### config.mk
export PLATFORM = sky130hd
export DESIGN_NAME = mp_adder_stream
export DESIGN_NICKNAME = d
export VERILOG_FILES = /design/src/rtl/mp_adder_stream.sv
export SDC_FILE = /design/constraint.sdc
export NUM_CORES = 2
export LEC_CHECK = 0
export BUFFER_PORTS_ARGS = -buffer_cell sky130_fd_sc_hd__buf_2
export CORE_AREA = 2 2 629 631
export CTS_BUF_LIST = sky130_fd_sc_hd__clkbuf_4 sky130_fd_sc_hd__clkbuf_8 sky130_fd_sc_hd__clkbuf_16
export DETAILED_ROUTE_END_ITERATION = 10
export DIE_AREA = 0 0 631 633
export PLACE_DENSITY = 0.31
export SYNTH_ARGS = -nofsm -noshare
export SYNTH_HDL_FRONTEND = slang
export SYNTH_SLANG_ARGS = --single-unit
### constraint.sdc
create_clock -name iClk -period 2.7 [get_ports iClk]
set_input_delay 0.27 -clock iClk [delete_from_list [all_inputs] [get_ports iClk]]
set_output_delay 0.27 -clock iClk [all_outputs]
set_load 0.02 [all_outputs]
### src/rtl/mp_adder_stream.sv
// Word-serial front end for mp_adder: assembles two operands from a valid/ready
// input stream, starts the adder, and streams the captured result back out.
module mp_adder_stream #(
  parameter int OPERAND_WIDTH = 512,
  parameter int WORD_WIDTH    = 32,
  parameter int N_WORDS       = OPERAND_WIDTH / WORD_WIDTH
) (
  input  logic                     iClk,
  input  logic                     iRstn,
  input  logic [WORD_WIDTH-1:0]    iInData,
  input  logic                     iInValid,
  input  logic                     iInCmd,
  output logic                     oInReady,
  output logic                     oStart,
  output logic                     oCommand,
  output logic [OPERAND_WIDTH-1:0] oOpA,
  output logic [OPERAND_WIDTH-1:0] oOpB,
  input  logic [OPERAND_WIDTH:0]   iRes,
  input  logic                     iDone,
  output logic [WORD_WIDTH-1:0]    oOutData,
  output logic                     oOutValid,
  input  logic                     iOutReady,
  output logic                     oOutLast,
  output logic                     oBusy
);

  localparam int CNT_WIDTH = $clog2(N_WORDS + 1) + 1;
  localparam logic [CNT_WIDTH-1:0] LAST_IDX  = CNT_WIDTH'(N_WORDS - 1);
  localparam logic [CNT_WIDTH-1:0] CARRY_IDX = CNT_WIDTH'(N_WORDS);

  typedef enum logic [2:0] {IDLE, LOAD_A, LOAD_B, START, WAIT, SEND} stateT;

  stateT                  state;
  logic [CNT_WIDTH-1:0]   cnt;
  logic [OPERAND_WIDTH:0] resReg;
  logic                   inXfer;
  logic                   outXfer;
  logic [CNT_WIDTH-1:0]   nextIdx;
  logic [WORD_WIDTH-1:0]  nextWord;

  assign inXfer  = iInValid && oInReady;
  assign outXfer = oOutValid && iOutReady;
  assign nextIdx = cnt + CNT_WIDTH'(1);
  assign oBusy   = (state != IDLE);

  // Result word to present after the current one; the final slot is the carry-out.
  always_comb begin
    // NOTE: default assignment first so no path through this block infers a latch.
    nextWord = '0;
    for (int k = 0; k < N_WORDS; k++) begin
      if (nextIdx == CNT_WIDTH'(k)) nextWord = resReg[k*WORD_WIDTH +: WORD_WIDTH];
    end
    if (nextIdx == CARRY_IDX) nextWord = WORD_WIDTH'(resReg[OPERAND_WIDTH]);
  end

  // NOTE: all state uses non-blocking assignments so every flop samples pre-edge values.
  always_ff @(posedge iClk or negedge iRstn) begin
    if (!iRstn) begin
      state     <= IDLE;
      cnt       <= '0;
      resReg    <= '0;
      oInReady  <= 1'b0;
      oStart    <= 1'b0;
      oCommand  <= 1'b0;
      oOpA      <= '0;
      oOpB      <= '0;
      oOutData  <= '0;
      oOutValid <= 1'b0;
      oOutLast  <= 1'b0;
    end else begin
      case (state)
        IDLE: begin
          oInReady <= 1'b1;
          if (inXfer) begin
            oOpA[WORD_WIDTH-1:0] <= iInData;
            oCommand             <= iInCmd;
            if (N_WORDS == 1) begin
              cnt   <= '0;
              state <= LOAD_B;
            end else begin
              cnt   <= CNT_WIDTH'(1);
              state <= LOAD_A;
            end
          end
        end

        LOAD_A: begin
          if (inXfer) begin
            for (int k = 0; k < N_WORDS; k++) begin
              if (cnt == CNT_WIDTH'(k)) oOpA[k*WORD_WIDTH +: WORD_WIDTH] <= iInData;
            end
            if (cnt == LAST_IDX) begin
              cnt   <= '0;
              state <= LOAD_B;
            end else begin
              cnt <= nextIdx;
            end
          end
        end

        LOAD_B: begin
          if (inXfer) begin
            for (int k = 0; k < N_WORDS; k++) begin
              if (cnt == CNT_WIDTH'(k)) oOpB[k*WORD_WIDTH +: WORD_WIDTH] <= iInData;
            end
            if (cnt == LAST_IDX) begin
              cnt      <= '0;
              oInReady <= 1'b0;
              oStart   <= 1'b1;
              state    <= START;
            end else begin
              cnt <= nextIdx;
            end
          end
        end

        START: begin
          oStart <= 1'b0;
          state  <= WAIT;
        end

        // The adder keeps shifting iRes after done, so only the done cycle is valid.
        WAIT: begin
          if (iDone) begin
            resReg    <= iRes;
            cnt       <= '0;
            oOutData  <= iRes[WORD_WIDTH-1:0];
            oOutValid <= 1'b1;
            oOutLast  <= 1'b0;
            state     <= SEND;
          end
        end

        SEND: begin
          if (outXfer) begin
            if (oOutLast) begin
              cnt       <= '0;
              oOutData  <= '0;
              oOutValid <= 1'b0;
              oOutLast  <= 1'b0;
              oInReady  <= 1'b1;
              state     <= IDLE;
            end else begin
              cnt      <= nextIdx;
              oOutData <= nextWord;
              oOutLast <= (nextIdx == CARRY_IDX);
            end
          end
        end

        default: state <= IDLE;
      endcase
    end
  end

endmodule

Word-level counts from Yosys, hierarchy flattened
Cells that the tools add are included.

storage, ports and cells
  flip-flop bits (word level) = 1583
  latch bits = 0
  RAM bits = 0
  ROM bits = 0
  input bits = 551
  output and inout bits = 1062
  word-level logic and storage cells = 197
  memories kept = 0

operators by class
  $add $sub $neg = 1
  multiply operators = 0
  div/mod/pow operators = 0
  order comparisons = 0
  equal/unequal tests = 46
  shift operators = 0
  muxes and demuxes = 57
  bitwise gates (word level) = 0
  reduce and logical (&&, ||, !) cells = 52

operators with widths
  cell                                                              number
  32-bit two-way mux                                                23
  32-bit one-hot mux with 2 select lines                            2
  3-bit AND reduction                                               33
  6-bit by 4-bit == test with 1-bit output (second input constant)  16
  6-bit by 3-bit == test with 1-bit output (second input constant)  8
  6-bit two-way mux                                                 6
  6-bit by 2-bit == test with 1-bit output (second input constant)  4
  3-bit two-way mux                                                 8
  6-bit one-hot mux with 4 select lines                             1
  2-bit != test (second input constant)                             9
  3-bit one-hot mux with 6 select lines                             1
  6-bit by 1-bit == test with 1-bit output (second input constant)  2
  6-bit logical NOT                                                 2
  1-bit two-way mux                                                 12
  5-bit AND reduction                                               2
  4-bit AND reduction                                               2
  8-bit AND reduction                                               1
  6-bit by 1-bit adder with 6-bit output (second input constant)    1
  3-bit by 2-bit == test with 1-bit output (second input constant)  2
  3-bit == test (second input constant)                             2
  6-bit by 5-bit == test with 1-bit output (second input constant)  1
  1-bit one-hot mux with 2 select lines                             3
  2-bit nonzero test                                                3
  3-bit nonzero test                                                2
  other kinds (8)                                                   10

Longest topological paths before layout
  word-level depth = 22
  mapped depth = 14

Worst setup path before layout
Ideal clock, no wire load.

  kind = reg-to-reg
  start = reg cnt[0]
  end = reg oOutData[26]
  setup time = 0.126 ns
  arrival = 2.600 ns
  data required time = 2.574 ns
  setup slack = -0.026 ns
  stages on the path, launching flop included = 14
  path through = dfrtp_1 > buf_2 > inv_1 > ha_1 > clkbuf_1 > inv_1 > nor3_1 > nand2_1 > buf_2 > buf_2 > o22ai_1 > nor3_1 > o211a_1 > a221o_1

on the way
  cells in the longest elaborated chain, start to end = 22
  elaborated cells on any way between the ends = 38
  those cells by class = add/sub (1); eq/ne (16); mux (20); reduce/logical (1)

ends and longest elaborated chain
  element                                   line  text
  start: declaration                        34    logic [CNT_WIDTH-1:0] cnt;
  start signal: assignment                  96    cnt <= nextIdx;
  start signal: assignment                  112   cnt <= nextIdx;
  start signal: assignment                  144   cnt <= nextIdx;
  6-bit by 1-bit adder with 6-bit output *  43    assign nextIdx = cnt + CNT_WIDTH'(1);
  6-bit logical NOT                         51    if (nextIdx == CNT_WIDTH'(k)) nextWord = resReg[k*WORD_WIDTH +: WORD_WIDTH];
  32-bit two-way mux (16 in a row)          51
  32-bit two-way mux *                      53    if (nextIdx == CARRY_IDX) nextWord = WORD_WIDTH'(resReg[OPERAND_WIDTH]);
  32-bit two-way mux *                      136   if (oOutLast) begin
  32-bit two-way mux *                      135   if (outXfer) begin
  32-bit one-hot mux with 2 select lines *  71    case (state)
  end signal: assignment                    127   oOutData <= iRes[WORD_WIDTH-1:0];
  end signal: assignment                    145   oOutData <= nextWord;
  end: declaration                          20    output logic [WORD_WIDTH-1:0] oOutData,

Mark *: on every way between the ends. The rest lies on a longest branch, timed or not. The select of a mux whose other input is x is not followed.
A chain may end at the register's enable or synchronous reset.

Final worst setup path
  start = reg cnt[0]
  end = reg oOutData[19]

Same word-level chain as after synthesis.

==> flow_summary.html <==
<table>
<tr><th>Metric</th><th>Value</th></tr>
<tr><th colspan="2">STA</th></tr>
<tr><td>Final setup vio count</td><td>28</td></tr>
<tr><td>Hold Fails Final Rpt</td><td>0</td></tr>
<tr><td>Unrepaired setup endpoints after global routing</td><td>true</td></tr>
<tr><td>Minimum clock period after layout</td><td>2.83 ns</td></tr>
<tr><td>Achievable clock frequency</td><td>0.353 GHz</td></tr>
<tr><td>Max_slew headroom</td><td>31.7%</td></tr>
<tr><td>Worst-case setup margin in the final layout</td><td>-0.129 ns</td></tr>
<tr><td>Share of the cycle needed by the critical path after routing</td><td>105%</td></tr>
<tr><td>Least-Margin Pin Slew</td><td>1.02 ns</td></tr>
<tr><td>Setup skew after layout</td><td>0.102 ns</td></tr>
<tr><td>Fin. max-slew vios</td><td>0</td></tr>
<tr><td>Post-route worst hold slack</td><td>0.0861 ns</td></tr>
<tr><th colspan="2">Yosys</th></tr>
<tr><td>Simple-gate portion of the synthesized area</td><td>11.7%</td></tr>
<tr><td>Synthesized area per cell</td><td>11.7 um^2</td></tr>
<tr><td>Post-synthesis mux area share</td><td>17.9%</td></tr>
<tr><td>Top cell type's share of synthesized area</td><td>61.5%</td></tr>
<tr><td>Xor and xnor area share after synthesis</td><td>0%</td></tr>
<tr><td>Post-synth cell types</td><td>75</td></tr>
<tr><td>Proportion of synthesized flip-flops having asynchronous set or reset</td><td>100%</td></tr>
<tr><td>Sequential-to-total area share from yosys stat</td><td>61.5%</td></tr>
<tr><td>Dominant combinational cell family by area after synthesis</td><td>multiplexers</td></tr>
<tr><td>Syn Nets</td><td>6082</td></tr>
<tr><td>Number of enable flip-flop cells after synthesis</td><td>0</td></tr>
<tr><td>Most frequently used flop master after synthesis</td><td>sky130_fd_sc_hd__dfrtp_1</td></tr>
<tr><td>Yosys Warn Count</td><td>0</td></tr>
<tr><td>Library cell with the largest summed area after synthesis</td><td>sky130_fd_sc_hd__dfrtp_1</td></tr>
<tr><td>Complex-gate fraction of the synthesized area</td><td>6.21%</td></tr>
<tr><td>Adder-cell share of the synthesized area</td><td>0.0971%</td></tr>
<tr><td>Number of instances in the synthesized netlist</td><td>5526</td></tr>
<tr><td>Number of storage elements in the synthesis netlist</td><td>1583</td></tr>
<tr><td>Combined area of all synthesized cells</td><td>64400 um^2</td></tr>
<tr><td>Synth top area cells</td><td>sky130_fd_sc_hd__dfrtp_1, sky130_fd_sc_hd__mux2_2, sky130_fd_sc_hd__nand2_1, sky130_fd_sc_hd__clkbuf_1, sky130_fd_sc_hd__a21oi_1</td></tr>
<tr><th colspan="2">Hold path</th></tr>
<tr><td>Depth of the worst hold-timing path</td><td>2</td></tr>
<tr><td>Worst min-delay path class</td><td>in -&gt; reg</td></tr>
<tr><td>Hold-critical path endpoint</td><td>oOpB[365]$_DFFE_PN0P_</td></tr>
<tr><td>Worst min-delay path startpoint</td><td>iInData[13]</td></tr>
<tr><th colspan="2">Run status</th></tr>
<tr><td>Violations in the final reports</td><td>negative setup slack</td></tr>
<tr><td>Status</td><td>finished, violations left</td></tr>
<tr><th colspan="2">Drt</th></tr>
<tr><td>Number of vias after detailed routing</td><td>55628</td></tr>
<tr><td>Per-cell via count in the routed design</td><td>4.13</td></tr>
<tr><td>Number of optimization iterations in the first detailed-route pass</td><td>5</td></tr>
<tr><td>Number of remaining DRC errors</td><td>0</td></tr>
<tr><td>First DRT Iteration DRCs</td><td>3574</td></tr>
<tr><td>Number of antenna-violating nets in the routed design</td><td>0</td></tr>
<tr><td>Routed length per instance</td><td>32.0 um</td></tr>
<tr><td>Total Routed Length</td><td>430000 um</td></tr>
<tr><th colspan="2">Clocking</th></tr>
<tr><td>Clock tree from TritonCTS</td><td>done</td></tr>
<tr><td>H-Tree Level Count</td><td>4</td></tr>
<tr><td>Maximum clock path buffer count</td><td>4</td></tr>
<tr><td>CTS sink cnt</td><td>1583</td></tr>
<tr><td>Number of CTS-inserted buffers</td><td>201</td></tr>
<tr><td>Worst-Skew Late Latency</td><td>0.94 ns</td></tr>
<tr><td>Clock-pin slew of the registers on the worst-case setup and hold paths</td><td>0.06 ns</td></tr>
<tr><td>Clock tree root buffer cell</td><td>sky130_fd_sc_hd__clkbuf_16</td></tr>
<tr><th colspan="2">Global routing</th></tr>
<tr><td>Global routing met1 resource utilization</td><td>23.3%</td></tr>
<tr><td>Maximum number of pins on one net before global-route repair</td><td>161</td></tr>
<tr><td>Most utilized layer in the global route result</td><td>met2</td></tr>
<tr><td>Vias in the first global route</td><td>58831</td></tr>
<tr><td>First-pass GRT wire length</td><td>565000 um</td></tr>
<tr><td>Remaining Overflow, GRT</td><td>0</td></tr>
<tr><td>Met3 layer usage reported by global route</td><td>5.02%</td></tr>
<tr><td>Initial antenna violation count</td><td>91</td></tr>
<tr><td>Routing usage on met2</td><td>38.2%</td></tr>
<tr><td>Overall Global Routing Usage</td><td>20.8%</td></tr>
<tr><th colspan="2">Flow run</th></tr>
<tr><td>Max-capacitance violation count</td><td>0</td></tr>
<tr><th colspan="2">Finish</th></tr>
<tr><td>Share of cells above drive strength 1</td><td>47.0%</td></tr>
<tr><td>Final net count</td><td>8616</td></tr>
<tr><td>Area growth from synthesis to layout</td><td>52.0%</td></tr>
<tr><td>Most common cell after layout, fill and taps aside</td><td>sky130_fd_sc_hd__buf_2</td></tr>
<tr><td>Commonest cells after routing, fill and taps aside</td><td>sky130_fd_sc_hd__buf_2, sky130_fd_sc_hd__nand2_1, sky130_fd_sc_hd__dfrtp_1, sky130_fd_sc_hd__mux2_2, sky130_fd_sc_hd__dlygate4sd3_1</td></tr>
<tr><th colspan="2">Worst setup path</th></tr>
<tr><td>RR Startpoint</td><td>cnt[0]$_DFFE_PN0P_</td></tr>
<tr><td>Element type at the critical path end</td><td>register</td></tr>
<tr><td>Class of the most critical setup path</td><td>reg -&gt; reg</td></tr>
<tr><td>Minimum setup slack among reg-to-reg paths</td><td>-0.13 ns</td></tr>
<tr><td>Delay of the slowest cell on the worst path</td><td>0.46 ns</td></tr>
<tr><td>Count of cells along the worst register-to-register path</td><td>13</td></tr>
<tr><td>Required time at the endpoint of the critical path</td><td>3.50 ns</td></tr>
<tr><td>Cells along the critical path</td><td>buf_6 &gt; buf_6 &gt; and2_4 &gt; o21a_1 &gt; buf_4 &gt; o22ai_4 &gt; nand2_2 &gt; buf_6 &gt; a31oi_4 &gt; buf_12 &gt; a211oi_1 &gt; a2111o_1 &gt; nand3_1</td></tr>
<tr><td>Peak fanout along the critical path</td><td>6</td></tr>
<tr><td>Endpoint of the worst-slack reg-to-reg timing path</td><td>oOutData[19]$_DFFE_PN0P_</td></tr>
<tr><td>Kind of start point of the critical path</td><td>register</td></tr>
<tr><td>Highest-delay cell along the critical path</td><td>sky130_fd_sc_hd__dfrtp_2</td></tr>
<tr><td>Cell occurring most often along the worst timing path</td><td>sky130_fd_sc_hd__buf_6</td></tr>
<tr><td>Worst EP arrival</td><td>3.63 ns</td></tr>
<tr><th colspan="2">Power</th></tr>
<tr><td>Leakage power</td><td>50.1 nW</td></tr>
<tr><td>Pwr dens</td><td>952 nW/um^2</td></tr>
<tr><td>Worst IR Drop VDD</td><td>0.616 mV</td></tr>
<tr><td>Total power</td><td>93.2 mW</td></tr>
<tr><th colspan="2">Placement</th></tr>
<tr><td>Placed wire-length estimate</td><td>336000 um</td></tr>
<tr><td>Worst slack, placed</td><td>-0.676 ns</td></tr>
<tr><td>Input/output buffers</td><td>1612</td></tr>
<tr><td>Final RePlAce weighted congestion</td><td>0.886</td></tr>
<tr><th colspan="2">Floorplanning</th></tr>
<tr><td>Chip height</td><td>633 um</td></tr>
<tr><td>Die width</td><td>631 um</td></tr>
<tr><td>Effective utilization at floorplan</td><td>16.4%</td></tr>
<tr><td>Die area</td><td>399000 um^2</td></tr>
<tr><td>Floorplan Core Area</td><td>392000 um^2</td></tr>
<tr><td>Row count</td><td>230</td></tr>
<tr><td>Number of top-level pins</td><td>1613</td></tr>
</table>
-- cell families after synthesis --
family,count (synthesis)
and+or+nand+nor,1901
DFF,1583
muxes,1025
AOI/OAI and AO/OA,587
buffers and inverters,425
adders and majority gates,5
-- synth_stat cells (all sizes together), types with 14 or more instances --
| cell | instances |
|---|---|
| clkbuf | 348 |
| a22oi | 36 |
| a21oi | 125 |
| nand3 | 40 |
| o221ai | 18 |
| a221oi | 48 |
| a21o | 16 |
| o21ai | 135 |
| inv | 14 |
| mux2 | 1025 |
| nor3 | 45 |
| buf | 63 |
| dfrtp | 1583 |
| nor2 | 121 |
| a221o | 27 |
| o211ai | 31 |
| o22ai | 50 |
| nand2 | 1622 |
| and3 | 15 |
-- metal layers --
layer | wire, um | share of wire, %
met4 | 19500 | 4.5
met1 | 162000 | 38
met3 | 26900 | 6.3
met5 | 0 | 0
met2 | 222000 | 51
-- registers in the layout, summed over array words and instances (netlist names), 3 cells and up --
| register | count |
|---|---|
| oOutData | 32 |
| cnt | 6 |
| oOpA | 512 |
| state | 3 |
| oOpB | 512 |
| resReg | 513 |
-- critical path, delay by kind of cell, from the launching register on --
family          cells  cell delay (ns)
buf+inv             5             0.75
compound gates      5             1.18
flops               1             0.46
simple gates        3             0.39
-- per-stage QoR --
step	instance area (um^2)	instances	utilization, %	TNS (ns)
floorplan	64400	5526	-	0
global placement	83100	12489	21.2	-20.46
detailed placement	83100	12489	21.2	-15.10
CTS	96900	13419	24.7	-1.29
global route	97900	13447	25.0	-4.76
finish	97900	13454	25.0	-1.71
-- area by class of cell --
class	instances	area, um^2
inverter	14	55.1
antenna	11	27.5
multi-input combinational	3518	25000
timing repair buffer	2742	19700
tap	5220	6530
sequential	1583	39600
clock buffer	298	6050
clock inverter	68	903
fill	41923	294000
-- power by group --
| part | switching [mW] | internal (mW) |
|---|---|---|
| logic | 20.8 | 13.0 |
| clock network | 11.7 | 16.8 |
| registers | 2.96 | 27.9 |
-- worst max path at each step --
stage,slack (ns),to,startpoint,cells after the start
2_1_floorplan,0.005,oOutData[16]$_DFFE_PN0P_,cnt[0]$_DFFE_PN0P_,13
3_3_place_gp,-0.66,oOutData[17]$_DFFE_PN0P_,cnt[0]$_DFFE_PN0P_,12
3_5_place_dp,-0.68,oOutData[17]$_DFFE_PN0P_,cnt[0]$_DFFE_PN0P_,12
4_1_cts,-0.1,oOutData[20]$_DFFE_PN0P_,cnt[1]$_DFFE_PN0P_,15
5_1_grt,-0.19,oOutData[20]$_DFFE_PN0P_,cnt[0]$_DFFE_PN0P_,15
6_report,-0.13,oOutData[19]$_DFFE_PN0P_,cnt[0]$_DFFE_PN0P_,13
-- timing repair --
item / in CTS / in global routing
buffers inserted: 27 / 26
resized for setup: 257 / 139
setup endpoints to repair: 101 / 45
hold buffers: 536 / 0
pin swaps: 59 / 69
cloned: 3 / 5
endpoints found under the hold margin: 1655 / 0
No activity file was read; power rests on OpenSTA's default activity.
